==> src/rtl/alu_issue_ctrl_if.sv <==
// Handshake and data bundle between the decode stage, the issue/retire
// controller, the external alu32bit and the downstream consumer.
interface alu_issue_ctrl_if #(
  parameter int WIDTH = 32
) ();
  // upstream op
  logic             in_valid;
  logic             in_ready;
  logic [1:0]       alu_op;
  logic [5:0]       funct;
  logic [WIDTH-1:0] rs_data;
  logic [WIDTH-1:0] rt_data;
  logic [WIDTH-1:0] imm;
  logic             alu_src;
  // ALU side
  logic [WIDTH-1:0] alu_a;
  logic [WIDTH-1:0] alu_b;
  logic [3:0]       alu_control;
  logic [WIDTH-1:0] alu_result;
  logic             alu_zero;
  // downstream result
  logic             out_valid;
  logic             out_ready;
  logic [WIDTH-1:0] out_result;
  logic             out_zero;
  logic             out_illegal;

  // environment side: upstream producer, ALU and downstream consumer
  modport master (
    output in_valid, alu_op, funct, rs_data, rt_data, imm, alu_src,
    output alu_result, alu_zero, out_ready,
    input  in_ready, alu_a, alu_b, alu_control,
    input  out_valid, out_result, out_zero, out_illegal
  );

  modport slave (
    input  in_valid, alu_op, funct, rs_data, rt_data, imm, alu_src,
    input  alu_result, alu_zero, out_ready,
    output in_ready, alu_a, alu_b, alu_control,
    output out_valid, out_result, out_zero, out_illegal
  );
endinterface

==> src/rtl/alu_issue_ctrl.sv <==
// Two-stage issue/retire controller in front of alu32bit: S1 drives the ALU,
// S2 registers its result for a valid/ready consumer.
module alu_issue_ctrl #(
  parameter int WIDTH = 32
) (
  input  logic               clk,
  input  logic               reset,
  input  logic               flush,
  alu_issue_ctrl_if.slave    bus,
  output logic [15:0]        retire_count
);

  typedef enum logic [3:0] {
    ALU_AND = 4'b0000,
    ALU_OR  = 4'b0001,
    ALU_ADD = 4'b0010,
    ALU_SUB = 4'b0110,
    ALU_SLT = 4'b0111
  } alu_ctl_e;

  // issue stage
  logic             s1_valid_q, s1_valid_d;
  logic [WIDTH-1:0] a_q, a_d;
  logic [WIDTH-1:0] b_q, b_d;
  logic [3:0]       ctl_q, ctl_d;
  logic             ill_q, ill_d;
  // retire stage
  logic             out_valid_q, out_valid_d;
  logic [WIDTH-1:0] res_q, res_d;
  logic             zero_q, zero_d;
  logic             oill_q, oill_d;
  logic [15:0]      cnt_q, cnt_d;

  alu_ctl_e         dec_ctl;
  logic             dec_ill;
  logic [WIDTH-1:0] op_b;
  logic             s2_take;
  logic             in_ready;
  logic             accept;
  logic             out_hs;

  // Undefined encodings still run through the ALU as an add so the
  // pipeline timing is identical; only the illegal tag marks them.
  always_comb begin
    dec_ctl = ALU_ADD;
    dec_ill = 1'b0;
    case (bus.alu_op)
      2'b00: dec_ctl = ALU_ADD;
      2'b01: dec_ctl = ALU_SUB;
      2'b10: begin
        case (bus.funct)
          6'b100000: dec_ctl = ALU_ADD;
          6'b100010: dec_ctl = ALU_SUB;
          6'b100100: dec_ctl = ALU_AND;
          6'b100101: dec_ctl = ALU_OR;
          6'b101010: dec_ctl = ALU_SLT;
          default:   dec_ill = 1'b1;
        endcase
      end
      default: dec_ill = 1'b1;
    endcase
  end

  assign op_b     = bus.alu_src ? bus.imm : bus.rt_data;
  assign s2_take  = s1_valid_q & (~out_valid_q | bus.out_ready);
  assign in_ready = ~reset & ~flush & (~s1_valid_q | s2_take);
  assign accept   = bus.in_valid & in_ready;
  assign out_hs   = out_valid_q & bus.out_ready;

  always_comb begin
    s1_valid_d  = s1_valid_q;
    a_d         = a_q;
    b_d         = b_q;
    ctl_d       = ctl_q;
    ill_d       = ill_q;
    out_valid_d = out_valid_q;
    res_d       = res_q;
    zero_d      = zero_q;
    oill_d      = oill_q;
    cnt_d       = cnt_q;

    // a consumer handshake in a flush cycle still retires its op
    if (out_hs) cnt_d = cnt_q + 16'd1;

    if (flush) begin
      s1_valid_d  = 1'b0;
      out_valid_d = 1'b0;
    end else begin
      if (accept) begin
        s1_valid_d = 1'b1;
        a_d        = bus.rs_data;
        b_d        = op_b;
        ctl_d      = dec_ctl;
        ill_d      = dec_ill;
      end else if (s2_take) begin
        s1_valid_d = 1'b0;
      end

      if (s2_take) begin
        out_valid_d = 1'b1;
        res_d       = bus.alu_result;
        zero_d      = bus.alu_zero;
        oill_d      = ill_q;
      end else if (out_hs) begin
        out_valid_d = 1'b0;
      end
    end
  end

  always_ff @(posedge clk) begin
    if (reset) begin
      s1_valid_q  <= 1'b0;
      a_q         <= '0;
      b_q         <= '0;
      ctl_q       <= 4'b0000;
      ill_q       <= 1'b0;
      out_valid_q <= 1'b0;
      res_q       <= '0;
      zero_q      <= 1'b0;
      oill_q      <= 1'b0;
      cnt_q       <= '0;
    end else begin
      s1_valid_q  <= s1_valid_d;
      a_q         <= a_d;
      b_q         <= b_d;
      ctl_q       <= ctl_d;
      ill_q       <= ill_d;
      out_valid_q <= out_valid_d;
      res_q       <= res_d;
      zero_q      <= zero_d;
      oill_q      <= oill_d;
      cnt_q       <= cnt_d;
    end
  end

  assign bus.in_ready    = in_ready;
  assign bus.alu_a       = a_q;
  assign bus.alu_b       = b_q;
  assign bus.alu_control = ctl_q;
  assign bus.out_valid   = out_valid_q;
  assign bus.out_result  = res_q;
  assign bus.out_zero    = zero_q;
  assign bus.out_illegal = oill_q;
  assign retire_count    = cnt_q;

endmodule

==> src/flat_wrapper.sv <==
// flat-port wrapper written by rule: the top's interface ports become plain ports
module alu_issue_ctrl_flat 
#(
  parameter int WIDTH = 32
)
  (clk, reset, flush, retire_count, bus_in_valid, bus_alu_op, bus_funct, bus_rs_data, bus_rt_data, bus_imm, bus_alu_src, bus_alu_result, bus_alu_zero, bus_out_ready, bus_in_ready, bus_alu_a, bus_alu_b, bus_alu_control, bus_out_valid, bus_out_result, bus_out_zero, bus_out_illegal);
  alu_issue_ctrl_if #(.WIDTH(WIDTH)) bus_i ();
  input  logic clk;
  input  logic reset;
  input  logic flush;
  output logic [15:0] retire_count;
  input wire logic [$bits(bus_i.in_valid)-1:0] bus_in_valid;
  input wire logic [$bits(bus_i.alu_op)-1:0] bus_alu_op;
  input wire logic [$bits(bus_i.funct)-1:0] bus_funct;
  input wire logic [$bits(bus_i.rs_data)-1:0] bus_rs_data;
  input wire logic [$bits(bus_i.rt_data)-1:0] bus_rt_data;
  input wire logic [$bits(bus_i.imm)-1:0] bus_imm;
  input wire logic [$bits(bus_i.alu_src)-1:0] bus_alu_src;
  input wire logic [$bits(bus_i.alu_result)-1:0] bus_alu_result;
  input wire logic [$bits(bus_i.alu_zero)-1:0] bus_alu_zero;
  input wire logic [$bits(bus_i.out_ready)-1:0] bus_out_ready;
  output wire logic [$bits(bus_i.in_ready)-1:0] bus_in_ready;
  output wire logic [$bits(bus_i.alu_a)-1:0] bus_alu_a;
  output wire logic [$bits(bus_i.alu_b)-1:0] bus_alu_b;
  output wire logic [$bits(bus_i.alu_control)-1:0] bus_alu_control;
  output wire logic [$bits(bus_i.out_valid)-1:0] bus_out_valid;
  output wire logic [$bits(bus_i.out_result)-1:0] bus_out_result;
  output wire logic [$bits(bus_i.out_zero)-1:0] bus_out_zero;
  output wire logic [$bits(bus_i.out_illegal)-1:0] bus_out_illegal;
  assign bus_i.in_valid = bus_in_valid;
  assign bus_i.alu_op = bus_alu_op;
  assign bus_i.funct = bus_funct;
  assign bus_i.rs_data = bus_rs_data;
  assign bus_i.rt_data = bus_rt_data;
  assign bus_i.imm = bus_imm;
  assign bus_i.alu_src = bus_alu_src;
  assign bus_i.alu_result = bus_alu_result;
  assign bus_i.alu_zero = bus_alu_zero;
  assign bus_i.out_ready = bus_out_ready;
  assign bus_in_ready = bus_i.in_ready;
  assign bus_alu_a = bus_i.alu_a;
  assign bus_alu_b = bus_i.alu_b;
  assign bus_alu_control = bus_i.alu_control;
  assign bus_out_valid = bus_i.out_valid;
  assign bus_out_result = bus_i.out_result;
  assign bus_out_zero = bus_i.out_zero;
  assign bus_out_illegal = bus_i.out_illegal;
  alu_issue_ctrl #(.WIDTH(WIDTH)) u_core (.clk(clk), .reset(reset), .flush(flush), .bus(bus_i), .retire_count(retire_count));
endmodule
==> config.mk <==
export PLATFORM = sky130hd
export DESIGN_NAME = alu_issue_ctrl_flat
export DESIGN_NICKNAME = d
export VERILOG_FILES = /design/src/rtl/alu_issue_ctrl_if.sv /design/src/rtl/alu_issue_ctrl.sv /design/src/flat_wrapper.sv
export SDC_FILE = /design/constraint.sdc
export NUM_CORES = 1
export LEC_CHECK = 0
export BUFFER_PORTS_ARGS = -buffer_cell sky130_fd_sc_hd__buf_4
export CORE_MARGIN = 2
export CORE_UTILIZATION = 45
export DETAILED_ROUTE_END_ITERATION = 6
export GPL_TIMING_DRIVEN = 0
export PLACE_DENSITY_LB_ADDON = 0.05
export SLEW_MARGIN = 15
export SYNTH_ARGS = -nofsm -noshare
export SYNTH_HDL_FRONTEND = slang
export SYNTH_SLANG_ARGS = --single-unit
==> constraint.sdc <==
create_clock -name clk -period 1.84 [get_ports clk]
set_input_delay 0.092 -clock clk [delete_from_list [all_inputs] [get_ports clk]]
set_output_delay 0.092 -clock clk [all_outputs]
set_load 0.005 [all_outputs]
* Word-level counts from Yosys, hierarchy flattened
Cells that the tools add are included.
Operators by class: add/sub/neg operators 1, eq/ne operators 7, mux-type cells 9, bitwise gates (word level) 11, reductions and logical operators 8
Operators by type and width (count):
- $mux W32 | 1
- $eq A6 B6 Y1 const B | 5
- $add A16 B1 Y16 const B | 1
- $pmux W3 S4 | 1
- $pmux W4 S2 | 1
- $and A1 B1 Y1 | 5
- $mux W1 | 5
- $reduce_or A5 Y1 | 1
- $not A1 Y1 | 4
- $reduce_and A2 Y1 | 2
- $reduce_bool A2 Y1 | 2
- $reduce_or A2 Y1 | 2
- $eq A2 B1 Y1 const B | 1
- $eq A2 B2 Y1 const B | 1
- $logic_not A2 Y1 | 1
- $or A1 B1 Y1 | 2
- $pmux W1 S2 | 1
Storage, ports and cells: register bits 121, output and inout port bits 120, logic and storage cells 46

* Longest topological paths before layout
Gate-level depths: netlist (run 1).
depth in word-level cells 7, depth in mapped cells 6

* Worst setup path before layout (run 1)
Ideal clock, no wire load.
path kind reg-to-reg, start register u_core.out_valid_q (netlist: u_core.bus.out_valid), end register u_core.oill_q (netlist: u_core.bus.out_illegal), arrival time 1295 ps, path slack 412 ps, cell stages (with the launch flop) 7, path buffers 2, path through dfxtp_1 -> nor2b_2 -> or3b_1 -> buf_2 -> buf_4 -> nand2_1 -> a21oi_1
On the way: word-level cells in the longest chain between the ends 4
RTL lines:
- start: declaration | line alu_issue_ctrl.sv:28 | logic out_valid_q, out_valid_d;
- start signal: assignment | line alu_issue_ctrl.sv:128 | out_valid_q <= out_valid_d;
- $not A1 Y1 | line alu_issue_ctrl.sv:65 | assign s2_take = s1_valid_q & (~out_valid_q | bus.out_ready);
- $or A1 B1 Y1 | line alu_issue_ctrl.sv:65
- $and A1 B1 Y1 | line alu_issue_ctrl.sv:65
- $reduce_and A2 Y1 (no source line)
- end signal: assignment | line alu_issue_ctrl.sv:131 | oill_q <= oill_d;
- end: declaration | line alu_issue_ctrl.sv:31 | logic oill_q, oill_d;
Every way passes these cells. A chain may end at the register's enable or synchronous reset.

* Worst setup path in the final report (run 1)
start register u_core.out_valid_q (netlist: u_core.bus.out_valid), end register u_core.a_q[11] (netlist: u_core.bus.alu_a[11])
On the way: word-level cells in the longest chain between the ends 7
RTL lines:
- $not A1 Y1 | line alu_issue_ctrl.sv:65
- $or A1 B1 Y1 | line alu_issue_ctrl.sv:65
- $and A1 B1 Y1 | line alu_issue_ctrl.sv:65
- $or A1 B1 Y1 | line alu_issue_ctrl.sv:66 | assign in_ready = ~reset & ~flush & (~s1_valid_q | s2_take);
- $and A1 B1 Y1 | line alu_issue_ctrl.sv:66
- $and A1 B1 Y1 | line alu_issue_ctrl.sv:67 | assign accept = bus.in_valid & in_ready;
- $reduce_and A2 Y1 (no source line)
- end signal: assignment | line alu_issue_ctrl.sv:113 | a_q <= '0;
- end signal: assignment | line alu_issue_ctrl.sv:124 | a_q <= a_d;
- end: declaration | line alu_issue_ctrl.sv:23 | logic [WIDTH-1:0] a_q, a_d;
Every way passes these cells.

==> results.json, run 1 <==
{
  "outcome": "finished, final reports clean",
  "post_cts_buffers": 0,
  "first_pass_iters": 5,
  "grtUsageTotal": 0.3264,
  "rows": 37,
  "crit_type": "flop to flop",
  "port_buffers": 260,
  "die_h_um": 107.7,
  "ys.flop_type": "dfxtp_1",
  "grt_max_degree": 17,
  "vdd_drop_max_v": 0.0007253,
  "post-place-ws_ns": 0.2641,
  "critPathTopFamily": "simple AND/OR/NAND/NOR gates",
  "syn_nets": 705,
  "wl_um": 19070,
  "syn_area_mm2": 0.004837,
  "cts_made_buffers": 17,
  "p_int_mw": 5.520,
  "syn_inst": 558,
  "hold_viol": 0,
  "sw_frac_of_total": 0.2303,
  "cp_num_buf_inv": 1,
  "clockBufferDepth": 2,
  "power_frac_comb": 0.138,
  "maxCapViolations": 0,
  "synth-edff-count": 0,
  "io_pins": 263,
  "finalNetCount": 1113,
  "drv_slew": 0,
  "p_seq_frac": 0.381,
  "gr-total-overflow": 0,
  "cts_tree": "done",
  "diodes": 0,
  "fin_ws_ns": 0.1672,
  "core_mm2": 0.01037,
  "slowest_stage": "dfxtp_1",
  "total_power_mw": 7.171,
  "cts_max_level": 4,
  "crit_fanout": 10,
  "vias": 5775,
  "insertion_delay_ns": 0.52,
  "powerDensity_mw_per_mm2": 808.7,
  "drt_iter0_drc": 348,
  "wl_met1_um": 6742,
  "initial_utilization": 0.4665,
  "clkTransAtPathRegs_ns": 0.06,
  "min_path_type": "input pin to flop",
  "antenna_left": 0,
  "worst_pin_slew_ns": 0.5342,
  "gp_congestion": 0.7737,
  "cp_cell_sequence": "nand3b_4 -> nand3_2 -> clkbuf_1 -> nand2_1 -> a21oi_1",
  "highest_layer": "met4",
  "fin_crit_sh": 0.9091,
  "viasPerCell": 5.179,
  "fin_crit_ns": 1.673,
  "clkSinkCount": 120,
  "synth_seq_cells": 120,
  "switchingPower_mw": 1.651,
  "p_leak_nw": 3.929,
  "fill_cells": 534,
  "yosys_warnings": 0,
  "grt_pass1_vias": 6148,
  "fmax_ghz": 0.5978,
  "max_stage_delay_ns": 0.46,
  "final-setup-viol-count": 0,
  "cts-root-buf": "clkbuf_8",
  "drive_above_1_share": 0.3391,
  "syn_avg_cell_area_um2": 8.669,
  "ys_types": 44,
  "worst-endpoint-required_ns": 2.27,
  "ys_seq_area_frac": 0.4966,
  "crit_arrival_ns": 2.10,
  "grt_pass1_wl_um": 29570,
  "drcViolationCount": 0,
  "power.share.clock": 0.481,
  "rsz0062_at_grt": "no",
  "dr_wl_met3_um": 1404,
  "wl_met2_um": 10040,
  "dieWidth_um": 107.7,
  "synthArstFlopShare": 0,
  "finClkSkew_ns": 0.01782,
  "fin_tns_setup_ns": 0,
  "dp_cells": 954,
  "max_slew_margin": 0.6439,
  "wl_per_cell_um": 17.10,
  "fin_cells": 1115,
  "syn2layout_area_growth_pct": 83.32,
  "dpl.hpwl_um": 11540,
  "critPathLaunchType": "flop",
  "end_kind": "flop",
  "antenna_found_initial": 0,
  "cts_resized": 0,
  "die_area_mm2": 0.01160
}
## sequential cells by signal, summed over array words and instances (netlist names), 3 cells and up
name,count
u_core.bus.out_result,32
u_core.retire_count,16
u_core.bus.alu_b,32
u_core.bus.alu_a,32
u_core.bus.alu_control,3
## per-stage QoR
stage	hold WS (ns)	cell area (µm²)	util
CTS	0.002250	8871	0.8555
global route	0.02641	8867	0.8551
global placement	0.2928	6959	0.6711
detailed placement	0.3055	6959	0.6711
floorplan	0.1713	4837	-
finish	0.006659	8867	0.8551
## routing by layer
metal,global-route usage,up-vias
met1,0.3146,2707
met4,0.1822,0
met5,0,-
li1,-,2708
met2,0.6101,275
met3,0.09988,85
## power groups by stage
| stage | registers [mW] | logic [mW] | clock network (mW) |
|---|---|---|---|
| global route | 2.74 | 1.05 | 3.59 |
| global placement | 2.78 | 0.687 | 0 |
| detailed placement | 2.78 | 0.706 | 0 |
| CTS | 2.73 | 0.950 | 3.45 |
| finish | 2.73 | 0.987 | 3.45 |
| floorplan | 2.78 | 0.267 | 0 |
## cell usage after synthesis (5+ instances only)
master / instances / share of area
nand2_1: 138 / 0.11
dfxtp_1: 120 / 0.50
a21oi_1: 72 / 0.074
nor2_1: 51 / 0.040
mux2i_1: 33 / 0.068
a211oi_1: 23 / 0.036
buf_2: 16 / 0.017
clkbuf_1: 15 / 0.012
a211oi_2: 10 / 0.026
buf_4: 7 / 0.011
xnor2_1: 7 / 0.013
nand3_1: 6 / 0.0062
nand4_1: 6 / 0.0078
nor3_1: 5 / 0.0052
## repair_timing
| item | in CTS | in global routing |
|---|---|---|
| hold buffers | 130 | 0 |
| endpoints found under the hold margin | 103 | 0 |
| endpoints found under the setup margin | 0 | 1 |
## worst reg2reg max path: cells and delay by family, from the launching register on
kind	cells	cell delay, ns
compound gates	1	0.23
buf+inv	1	0.40
flops	1	0.46
simple gates	3	0.50
## placed cells by master (no fill, tap or decap), types with 2 or more instances in the layout
master / count
nand3_1: 6
o31ai_1: 2
buf_4: 267
or3_1: 2
nor2b_1: 3
a211oi_2: 10
clkinv_2: 2
clkbuf_16: 16
ha_1: 4
buf_2: 16
nor3_1: 5
nor3b_1: 2
nor2_1: 51
a211oi_1: 23
a21oi_1: 72
nand2_1: 138
nand3_2: 2
dfxtp_1: 120
bufinv_16: 4
clkinv_4: 2
clkinvlp_4: 2
clkbuf_8: 2
mux2_2: 2
nand4_1: 6
inv_1: 4
and3_1: 4
xnor2_1: 7
xor2_1: 4
clkbuf_1: 17
mux2i_1: 33
dlygate4sd3_1: 130
## path summary, 6_finish.rpt
check | from | endpoint | slack (ns) | cells past startpoint
max | u_core.bus.out_valid | u_core.bus.alu_a[11] | 0.17 | 5
min | bus_imm[29] | u_core.bus.alu_b[29] | 0.007 | 3
max reg2reg | u_core.bus.out_valid | u_core.bus.alu_a[11] | 0.17 | 5
min reg2reg | u_core.bus.alu_control[0] | u_core.bus.alu_control[0] | 0.45 | 2
## cell families (layout without fill, tap and decap cells)
group / after synthesis / count (layout) / share of synthesized area
and+or+nand+nor: 231 / 231 / 0.2077
AOI/OAI and AO/OA: 112 / 112 / 0.1464
adders and majority gates: 4 / 4 / 0.01035
buffers and inverters: 44 / 465 / 0.04526
muxes: 35 / 35 / 0.07294
DFF: 120 / 120 / 0.4966
xor gates and xnor gates: 11 / 11 / 0.01992
other: 1 / 1 / 0.0007753
## final cells by class
type	count	area (µm²)	area share
Clock inverter	11	171.4	0.01933
Clock buffer	21	439.2	0.04953
Multi-Input combinational cell	394	2216	0.2499
Inverter	4	15.01	0.001693
Timing Repair Buffer	390	3253	0.3669
Tap cell	136	170.2	0.01919
Sequential cell	120	2402	0.2709
Buffer	39	200.2	0.02258
Power figures use the tool's default switching activity.
==> run 2: changes to the inputs <==
Clock period 1.84 ns to 1.6 ns, I/O delays scaled along.
==> results.json, run 2 (synthesis gave the netlist of run 1 again) <==
{
  "initial_utilization": 0.4665,
  "clkSinkCount": 120,
  "cts_max_level": 4,
  "final-setup-viol-count": 0,
  "finalNetCount": 1119,
  "hold_viol": 1,
  "critPathTopFamily": "simple AND/OR/NAND/NOR gates",
  "drt_iter0_drc": 342,
  "first_pass_iters": 5,
  "powerDensity_mw_per_mm2": 923.1,
  "r2r_cells": 4,
  "cp_cell_sequence": "and4_4 -> nand3_2 -> or4_1 -> a21oi_1",
  "wl_um": 19490,
  "io_pins": 263,
  "die_h_um": 107.7,
  "worst-endpoint-required_ns": 2.04,
  "fmax_ghz": 0.6482,
  "cp_num_buf_inv": 0,
  "final_common_cell": "buf_4",
  "crit_arrival_ns": 1.99,
  "antenna_found_initial": 0,
  "gr-total-overflow": 0,
  "grtUsageTotal": 0.3315,
  "gp_congestion": 0.7737,
  "dpl.hpwl_um": 11540,
  "grt_pass1_wl_um": 30010,
  "drcViolationCount": 0,
  "clockBufferDepth": 2,
  "cts_made_buffers": 17,
  "antenna_left": 0,
  "die_area_mm2": 0.01160,
  "outcome": "finished, violations left",
  "drv_slew": 0,
  "violations": "hold timing",
  "max_stage_delay_ns": 0.48,
  "min_path_type": "input pin to flop",
  "core_mm2": 0.01037,
  "wl_per_cell_um": 17.39,
  "grt_max_degree": 17,
  "grt_pass1_vias": 6299,
  "p_leak_nw": 3.957,
  "maxCapViolations": 0,
  "mostFrequentLayoutCells": "buf_4, nand2_1, dlygate4sd3_1, dfxtp_1, a21oi_1",
  "post-route-util": 0.8627,
  "post-place-ws_ns": 0.02409,
  "fin_ws_ns": 0.05737,
  "drive_above_1_share": 0.3452,
  "finClkSkew_ns": 0.01230,
  "fin_crit_ns": 1.543,
  "clkTransAtPathRegs_ns": 0.06,
  "path_depth": 4,
  "dieWidth_um": 107.7,
  "hold_depth": 3,
  "critPathLaunchType": "flop",
  "cts_tree": "done",
  "viasPerCell": 5.306,
  "syn2layout_area_growth_pct": 84.95,
  "max_slew_margin": 0.6268,
  "vias": 5948,
  "hold_ws_ns": -0.0009528,
  "slowest_stage": "or4_1",
  "crit_type": "flop to flop",
  "insertion_delay_ns": 0.52,
  "rows": 37,
  "fin_crit_sh": 0.9641,
  "worst_pin_slew_ns": 0.5598,
  "end_kind": "flop",
  "crit_fanout": 7,
  "cts-root-buf": "clkbuf_8",
  "port_buffers": 260,
  "vdd_drop_max_v": 0.0007530,
  "diodes": 0
}
run 2: cell types whose count changed in the layout (fill, tap and decap cells not counted), sizes merged:
cell	change
clkbuf	+3
dlygate4sd3	+3
run 2: area by class of cell:
class	instances	area [µm²]
fill	528	1424
multi-input combinational	394	2236
buffer	40	212.7
sequential	120	2404
timing repair buffer	395	3298
clock buffer	21	439.2
clock inverter	11	171.4
inverter	4	15.01
tap	136	170.2
run 2: per-layer routing:
metal / vias up / wire length, µm / track usage
li1: 2718 / - / -
met1: 2783 / 6727 / 0.3122
met2: 337 / 10050 / 0.6002
met3: 110 / 1623 / 0.1211
met4: 0 / 1088 / 0.2125
met5: - / 0 / 0
run 2: report_power, final:
| group | internal (mW) | switching [mW] | leakage, nW | total [mW] |
|---|---|---|---|---|
| sequential | 3.08 | 0.0588 | 0.975 | 3.14 |
| clock | 2.57 | 1.38 | 0.293 | 3.96 |
| combinational | 0.702 | 0.458 | 2.69 | 1.16 |
run 2: stage by stage:
stage          area, µm²  setup TNS (ns)  total power, mW  std cells  hold slack (ns)
2_1_floorplan       4837               0            3.505        558           0.1593
3_3_place_gp        6959               0            3.982        954           0.2808
3_5_place_dp        6959               0            4.008        954           0.2935
4_1_cts             8901               0            8.200       1119         0.008796
5_1_grt             8946        -0.02870            8.504       1121          0.01191
6_report            8946               0            8.258       1121       -0.0009528
run 2: worst min-delay path: stages:
cell      delay, ns
buf_4          0.11
mux2i_1        0.17
a211oi_1       0.10
run 2: final timing paths:
| kind | from | end | slack, ns |
|---|---|---|---|
| min | bus_imm[19] | u_core.bus.alu_b[19] | -0.001 |
| max | u_core.retire_count[5] | u_core.retire_count[11] | 0.06 |
| min reg2reg | u_core.bus.alu_a[31] | u_core.bus.alu_a[31] | 0.45 |
| max reg2reg | u_core.retire_count[5] | u_core.retire_count[11] | 0.06 |
run 2: timing repair:
item                                   4_1_cts  5_1_grt
endpoints found under the hold margin      105        0
setup endpoints to repair                    0       79
gates resized for setup                      0       13
hold buffers                               133        0
buffers inserted                             0        2
